<file path="config.mk">
export PLATFORM = sky130hd
export DESIGN_NAME = pipe_hazard_ctrl
export DESIGN_NICKNAME = d
export VERILOG_FILES = /design/src/rtl/pipe_hazard_ctrl.sv
export SDC_FILE = /design/constraint.sdc
export NUM_CORES = 1
export LEC_CHECK = 0
export ABC_AREA = 1
export CAP_MARGIN = 20
export CORE_MARGIN = 1.5
export CORE_UTILIZATION = 55
export DETAILED_ROUTE_END_ITERATION = 10
export PLACE_DENSITY = 0.85
export SYNTH_ARGS = -nofsm -noshare
export SYNTH_HDL_FRONTEND = slang
export SYNTH_SLANG_ARGS = --single-unit
export TNS_END_PERCENT = 5
</file>
<file path="constraint.sdc">
create_clock -name CLK -period 8.3 [get_ports CLK]
set_input_delay 0.83 -clock CLK [delete_from_list [all_inputs] [get_ports CLK]]
set_output_delay 0.83 -clock CLK [all_outputs]
set_load 0.005 [all_outputs]
</file>
<file path="src/rtl/pipe_hazard_ctrl.sv">
// rtl/pipe_hazard_ctrl.sv - pipeline stall/flush sequencer with cause register, perf counters and watchdog
// One cause wins per cycle (DWAIT > LOADUSE > BRANCH > IWAIT); control outputs are combinational.
module pipe_hazard_ctrl #(
  parameter int CNT_W   = 32,
  parameter int TIMEOUT = 1024
) (
  input  logic             CLK,
  input  logic             RESET,
  input  logic [4:0]       ID_Rs,
  input  logic [4:0]       ID_Rt,
  input  logic             ID_UsesRt,
  input  logic             EX_MemRead,
  input  logic [4:0]       EX_Rd,
  input  logic             ID_BranchTaken,
  input  logic             IMEM_Ready,
  input  logic             DMEM_Req,
  input  logic             DMEM_Ready,
  output logic             STALL_PC,
  output logic             STALL_IFID,
  output logic             FLUSH_IFID,
  output logic             BUBBLE_IDEX,
  output logic             STALL_BACK,
  output logic [1:0]       CAUSE,
  output logic [CNT_W-1:0] STALL_CYCLES,
  output logic [CNT_W-1:0] FLUSH_COUNT,
  output logic             TIMEOUT_ERR
);

  typedef enum logic [1:0] {
    C_RUN     = 2'd0,
    C_LOADUSE = 2'd1,
    C_DWAIT   = 2'd2,
    C_IWAIT   = 2'd3
  } cause_t;

  localparam int RUN_W = $clog2(TIMEOUT) + 1;
  localparam logic [RUN_W-1:0] RUN_LAST = RUN_W'(TIMEOUT - 1);

  cause_t           cause_q, cause_d;
  logic [CNT_W-1:0] stall_cycles_q, stall_cycles_d;
  logic [CNT_W-1:0] flush_count_q, flush_count_d;
  logic [RUN_W-1:0] run_q, run_d;
  logic             timeout_err_q, timeout_err_d;

  logic dwait, loaduse, branch_win;

  assign dwait   = DMEM_Req && !DMEM_Ready;
  assign loaduse = EX_MemRead && (EX_Rd != 5'd0) &&
                   ((EX_Rd == ID_Rs) || (ID_UsesRt && (EX_Rd == ID_Rt)));

  always_comb begin
    STALL_PC    = 1'b0;
    STALL_IFID  = 1'b0;
    FLUSH_IFID  = 1'b0;
    BUBBLE_IDEX = 1'b0;
    STALL_BACK  = 1'b0;
    cause_d     = C_RUN;
    branch_win  = 1'b0;
    if (RESET) begin
      // Fill IF/ID and ID/EX with NOPs while held in reset.
      FLUSH_IFID  = 1'b1;
      BUBBLE_IDEX = 1'b1;
    end else if (dwait) begin
      STALL_PC   = 1'b1;
      STALL_IFID = 1'b1;
      STALL_BACK = 1'b1;
      cause_d    = C_DWAIT;
    end else if (loaduse) begin
      STALL_PC    = 1'b1;
      STALL_IFID  = 1'b1;
      BUBBLE_IDEX = 1'b1;
      cause_d     = C_LOADUSE;
    end else if (ID_BranchTaken) begin
      FLUSH_IFID = 1'b1;
      branch_win = 1'b1;
    end else if (!IMEM_Ready) begin
      STALL_PC   = 1'b1;
      FLUSH_IFID = 1'b1;
      cause_d    = C_IWAIT;
    end
  end

  always_comb begin
    stall_cycles_d = stall_cycles_q;
    flush_count_d  = flush_count_q;
    run_d          = '0;
    timeout_err_d  = timeout_err_q;
    if (STALL_PC && (stall_cycles_q != '1)) stall_cycles_d = stall_cycles_q + CNT_W'(1);
    if (branch_win && (flush_count_q != '1)) flush_count_d = flush_count_q + CNT_W'(1);
    if (STALL_PC) begin
      run_d = (run_q == '1) ? run_q : run_q + RUN_W'(1);
      if (run_q == RUN_LAST) timeout_err_d = 1'b1;
    end
  end

  always_ff @(posedge CLK or posedge RESET) begin
    if (RESET) begin
      cause_q        <= C_RUN;
      stall_cycles_q <= '0;
      flush_count_q  <= '0;
      run_q          <= '0;
      timeout_err_q  <= 1'b0;
    end else begin
      cause_q        <= cause_d;
      stall_cycles_q <= stall_cycles_d;
      flush_count_q  <= flush_count_d;
      run_q          <= run_d;
      timeout_err_q  <= timeout_err_d;
    end
  end

  assign CAUSE        = cause_q;
  assign STALL_CYCLES = stall_cycles_q;
  assign FLUSH_COUNT  = flush_count_q;
  assign TIMEOUT_ERR  = timeout_err_q;

endmodule

</file>
==> results of run 1 <==
per-layer routing:
metal / share of wire / global-route usage / wire length (um) / vias to the layer above
met5: 0 / 0 / 0 / -
met4: 0.018 / 0.0997 / 229 / 0
met3: 0.058 / 0.0457 / 732 / 23
met2: 0.48 / 0.434 / 6020 / 146
met1: 0.45 / 0.357 / 5650 / 2319
li1: - / - / - / 2499
metrics by stage:
step | power [W] | utilization | setup slack (ns)
finish | 0.000908 | 0.695 | 4.27
global route | 0.000945 | 0.695 | 4.10
CTS | 0.000909 | 0.692 | 3.84
detailed placement | 0.000579 | 0.667 | 3.84
global placement | 0.000573 | 0.667 | 3.91
floorplan | 0.000506 | - | 4.18
cell families (layout without fill, tap and decap cells):
kind of cell,after synthesis,after routing,synth area share
AND/OR/NAND/NOR,485,485,0.420
buffers and inverters,100,197,0.0846
flip-flops,78,78,0.380
XOR/XNOR,47,47,0.0802
AO/OA/AOI/OAI,25,25,0.0278
adder cells (fa/ha/maj),3,3,0.00732
flip-flops by register name, summed over array words and instances (netlist names):
register,count
TIMEOUT_ERR,1
CAUSE,2
run_q,11
FLUSH_COUNT,32
STALL_CYCLES,32
worst paths after layout:
kind,startpoint,end
max in group asynchronous,RESET,FLUSH_COUNT[5]
hold reg to reg,TIMEOUT_ERR,TIMEOUT_ERR
hold / removal,TIMEOUT_ERR,TIMEOUT_ERR
min in group asynchronous,RESET,STALL_CYCLES[21]
setup / recovery,RESET,STALL_PC
setup reg to reg,FLUSH_COUNT[0],FLUSH_COUNT[25]
cell type report:
class,instances,share of cell area
clock inverter,6,0.0144
clock buffer,10,0.0216
sequential,78,0.307
tap,111,0.0218
timing repair buffer,97,0.155
multi-input combinational,560,0.431
inverter,84,0.0496
cells in the final DEF (no fill, tap or decap), types with 2 or more instances in the layout:
master,instances
nand2_1,273
clkdlybuf4s50_1,94
inv_1,79
dfrtp_1,78
nand3_1,78
nor2_1,74
xor2_1,29
nor3_1,22
xnor2_1,18
nand4_1,14
o21ai_0,12
a21oi_1,10
clkbuf_8,10
nor2_4,5
inv_2,4
nand3_2,4
ha_1,3
nand3_4,2
nor3_2,2
nand2_4,2
nand3b_1,2
inv_6,2
bufinv_16,2
buf_4,2
power breakdown:
group | internal, W | total [W] | switching [W] | leakage, nW
combinational | 0.0000739 | 0.000140 | 0.0000663 | 1.71
clock | 0.000180 | 0.000334 | 0.000155 | 0.117
sequential | 0.000400 | 0.000433 | 0.0000330 | 1.08
synth_stat cells (all sizes together):
| master | n | share of area |
|---|---|---|
| buf | 15 | 0.022 |
| or2 | 1 | 0.0012 |
| ha | 3 | 0.0073 |
| nand3b | 2 | 0.0029 |
| a31o | 1 | 0.0017 |
| dfrtp | 78 | 0.38 |
| inv | 83 | 0.061 |
| nand4 | 16 | 0.024 |
| clkinv | 1 | 0.00073 |
| and2 | 1 | 0.0012 |
| clkbuf | 1 | 0.00073 |
| a21oi | 11 | 0.013 |
| nor2 | 79 | 0.065 |
| xor2 | 29 | 0.050 |
| nor3 | 24 | 0.025 |
| a21o | 1 | 0.0015 |
| nor3b | 1 | 0.0015 |
| nor4 | 1 | 0.0024 |
| o21ai | 12 | 0.012 |
| xnor2 | 18 | 0.031 |
| nand2 | 276 | 0.21 |
| nand3 | 84 | 0.091 |
==> flow_summary.json, run 1 <==
{
  "status": "finished clean",
  "grt_pass1_vias": 4706,
  "die-area_mm2": 0.00992,
  "gp_congestion": 0.927,
  "clk_latency_ns": 0.37,
  "cpLargestDelayFamily": "buffers and inverters",
  "synth_seq_cells": 78,
  "dp.cells": 929,
  "cap_violations": 0,
  "arrival_ns": 3.20,
  "vias": 4987,
  "diodes": 0,
  "placed_area_mm2": 0.00611,
  "whs_ns": 0.506,
  "cts_hold_buffers": 0,
  "cts_buffers": 9,
  "vdd_ir_drop_max_mv": 0.0983,
  "cts_tree": "built",
  "synth_area_mm2": 0.00513,
  "crit_type": "in2out",
  "finalCritPeriodShare": 0.486,
  "reg2regPathDepth": 9,
  "multi_input_area_mm2": 0.00274,
  "critPathBufInv": 6,
  "worstPathCellList": "clkdlybuf4s50_1, inv_2, buf_4, buf_16, nand3_1, nand3_2, buf_4, clkdlybuf4s50_1",
  "setup_viol": 0,
  "fillers": 771,
  "fin_cells": 946,
  "drive_above_1_share": 0.0539,
  "via_per_inst": 5.27,
  "skew_ns": 0.0127,
  "cts_sinks": 78,
  "fp.dieW_um": 99.6,
  "ff2ff_setup_slack_ns": 5.89,
  "synth_cell_types": 35,
  "max_stage_delay_ns": 0.60,
  "drt_iter0_drc": 263,
  "htree_levels": 3,
  "cts.repair.resized": 0,
  "fmax_mhz": 248,
  "rsz0062_at_grt": "false",
  "timing_hold_violations_final": 0,
  "cts-root-buf": "clkbuf_8",
  "path_max_fanout": 75,
  "rows": 35,
  "drc": 0,
  "syn_avg_cell_area_um2": 6.95,
  "grt_usage": 0.266,
  "relSlewSlack": 0.466,
  "yosysSeqAreaShare": 0.380,
  "max_slew.worst_pin.slew_ns": 0.799,
  "post_cts_buffers": 0,
  "setup_tns_ns": 0,
  "hold_path_class": "reg2reg",
  "syn_nets": 764,
  "seq_area_mm2": 0.00195,
  "fin_nets": 856,
  "io_pins": 95,
  "portBuffers": 94,
  "first_pass_iters": 5,
  "finalInstanceArea_mm2": 0.00636,
  "postRouteWirelength_mm": 12.6,
  "antenna_found_initial": 0,
  "cp-end-kind": "output port",
  "post_drt_wl_per_cell_um": 13.4,
  "dieHeight_um": 99.6,
  "clockBufferDepth": 2,
  "hpwl_mm": 9.13,
  "fin_crit_ns": 4.03,
  "slowest_stage": "clkdlybuf4s50_1",
  "whs_path_depth": 1,
  "clkTransAtPathRegs_ns": 0.09,
  "antenna_left": 0,
  "overflow": 0,
  "netlist_instances": 738,
  "power_density_mw_per_mm2": 143,
  "grt_max_degree": 82,
  "p_leak_nw": 2.90,
  "core-area_mm2": 0.00915,
  "yosysWarnings": 0,
  "cp_data_required_time_ns": 7.47,
  "area_growth_pct": 24.0,
  "path_depth": 8,
  "start_kind": "input port",
  "grt_pass1_wl_mm": 21.5,
  "slew_viol_final": 0,
  "start_util": 0.560
}
Power figures use the tool's default switching activity.
==> run 2, diff against run 1 <==
--- a/config.mk
+++ b/config.mk
@@ -8,9 +8,9 @@
 export ABC_AREA = 1
 export CAP_MARGIN = 20
 export CORE_MARGIN = 1.5
-export CORE_UTILIZATION = 55
+export CORE_UTILIZATION = 53
 export DETAILED_ROUTE_END_ITERATION = 10
-export PLACE_DENSITY = 0.85
+export PLACE_DENSITY = 0.83
 export SYNTH_ARGS = -nofsm -noshare
 export SYNTH_HDL_FRONTEND = slang
 export SYNTH_SLANG_ARGS = --single-unit
==> constraint.sdc (replaced) <==
create_clock -name CLK -period 4.2 [get_ports CLK]
set_input_delay 0.42 -clock CLK [delete_from_list [all_inputs] [get_ports CLK]]
set_output_delay 0.42 -clock CLK [all_outputs]
set_load 0.005 [all_outputs]
==> run 2 against run 1 <==
Worst setup slack worse by 2.8 ns. Hold slack worse by 0.031 ns. Sequential power up 97%. Non-clock buffer count unchanged. First-iteration DRC count down 14%. Cell area down 0.59%. Final cell count up 1.9%. Wire length down 1.4%. Critical path depth up 2. Power up 85%. Register-to-register slack worse by 4.1 ns. Sequential share of layout area up 0.18 points. Critical path type unchanged. Critical endpoint unchanged. Highest routed layer unchanged.
==> flow_summary.json, run 2 (synthesis results as in run 1) <==
{
  "grt_max_degree": 50,
  "start_util": 0.550,
  "arrival_ns": 2.30,
  "skew_ns": 0.0155,
  "r2r_start": "FLUSH_COUNT[0]",
  "power_density_mw_per_mm2": 265,
  "antenna_left": 0,
  "rows": 35,
  "setup_tns_ns": 0,
  "htree_levels": 3,
  "postRouteWirelength_mm": 12.5,
  "fillers": 863,
  "post_drt_wl_per_cell_um": 12.9,
  "post_cts_buffers": 0,
  "cts-root-buf": "clkbuf_8",
  "cts_hold_buffers": 0,
  "first_pass_iters": 4,
  "io_pins": 95,
  "grt_usage": 0.256,
  "pre_cts_slack_ns": 1.17,
  "clockPowerShare": 0.327,
  "regToRegEndpoint": "FLUSH_COUNT[16]",
  "slew_viol_final": 0,
  "cap_violations": 0,
  "clkTransAtPathRegs_ns": 0.08,
  "portBuffers": 94,
  "status": "finished clean",
  "whs_ns": 0.475,
  "fin_cells": 964,
  "start_kind": "input port",
  "layout_commonest_cell": "nand2_1",
  "max_slew.worst_pin.slew_ns": 0.723,
  "clockBufferDepth": 2,
  "finalCritPeriodShare": 0.647,
  "comb_power_share": 0.165,
  "area_growth_pct": 23.3,
  "relSlewSlack": 0.517,
  "cp-end-kind": "output port",
  "gp_congestion": 0.939,
  "overflow": 0,
  "p_sw_w": 0.000515,
  "final_cell_mix": "273 x nand2_1, 94 x clkdlybuf4s50_1, 79 x inv_1",
  "dp.cells": 948,
  "ff2ff_setup_slack_ns": 1.84,
  "hpwl_mm": 9.34,
  "setup_viol": 0,
  "fmax_mhz": 368,
  "path_max_fanout": 3,
  "rsz0062_at_grt": "false",
  "timing_hold_violations_final": 0,
  "fin_nets": 856,
  "cts_buffers": 9,
  "via_per_inst": 5.14,
  "crit_type": "in2out",
  "drive_above_1_share": 0.0539,
  "antenna_found_initial": 0,
  "drc": 0,
  "cts_sinks": 78,
  "die-area_mm2": 0.0103,
  "hold_path_class": "reg2reg",
  "fp.dieW_um": 101,
  "cp-endpoint": "STALL_PC",
  "p_leak_nw": 2.87,
  "vdd_ir_drop_max_mv": 0.194,
  "power.internal_w": 0.00116,
  "cts_tree": "built",
  "diodes": 0,
  "final.setup.worst_slack_ns": 1.48,
  "sequentialPowerShare": 0.508,
  "post-route-util": 0.678,
  "dieHeight_um": 101,
  "crit_start": "EX_Rd[3]",
  "core-area_mm2": 0.00933,
  "cts.repair.resized": 0,
  "reg2regPathDepth": 8,
  "grt_pass1_wl_mm": 21.3,
  "cp_data_required_time_ns": 3.78,
  "p_sw_frac": 0.307,
  "grt_pass1_vias": 4668,
  "drt_iter0_drc": 226,
  "clk_latency_ns": 0.36,
  "vias": 4951,
  "fin_crit_ns": 2.72
}
==> run 2: changes by cell type in the layout (fill, tap and decap cells not counted), sizes merged <==
cell      before  now
bufinv         2    0
clkbuf        10    9
clkinvlp       0    2
inv           85   86
==> run 2: how the worst min path moves through the flow <==
stage | end | startpoint | slack (ns) | cells past startpoint
after floorplan | TIMEOUT_ERR | TIMEOUT_ERR | 0.45 | 1
final | TIMEOUT_ERR | TIMEOUT_ERR | 0.47 | 1
after detailed placement | TIMEOUT_ERR | TIMEOUT_ERR | 0.45 | 1
after CTS | TIMEOUT_ERR | TIMEOUT_ERR | 0.47 | 1
after global routing | TIMEOUT_ERR | TIMEOUT_ERR | 0.49 | 1
after global placement | TIMEOUT_ERR | TIMEOUT_ERR | 0.45 | 1
==> run 2: final cells by class <==
cell class	count	area [um2]	share of cell area
clock inverter	7	63.8	0.0101
tap	129	161	0.0255
clock buffer	9	124	0.0196
sequential	78	1950	0.309
multi-input combinational	560	2740	0.434
timing repair buffer	97	963	0.152
inverter	84	317	0.0500
==> run 2: power by group through the flow <==
stage / clock network, W / registers (W) / logic (W)
after floorplan: 0 / 0.000857 / 0.000144
after global placement: 0 / 0.000861 / 0.000266
after detailed placement: 0 / 0.000865 / 0.000280
after CTS: 0.000561 / 0.000851 / 0.000281
after global routing: 0.000588 / 0.000859 / 0.000317
final: 0.000549 / 0.000853 / 0.000277
==> run 2: worst max-delay path, stage by stage <==
cell and delay, ns:
clkdlybuf4s50_1 0.52, inv_1 0.08, nand2_1 0.06, nand2_1 0.05
nor2_1 0.10, nand3_1 0.08, nand2_1 0.15, nand3_1 0.15
nand3_2 0.16, clkdlybuf4s50_1 0.52
==> run 2: per-stage QoR <==
step | total power (W) | area (um2)
floorplan | 0.00100 | 5130
CTS | 0.00169 | 6320
global placement | 0.00113 | 6140
finish | 0.00168 | 6320
global route | 0.00176 | 6320
detailed placement | 0.00115 | 6140
==> run 2: per-layer routing <==
layer,vias up,routed length (um),global-route usage
li1,2501,-,-
met1,2313,5830,0.345
met2,126,6000,0.435
met3,11,530,0.0469
met4,0,96,0.0524
met5,-,0,0
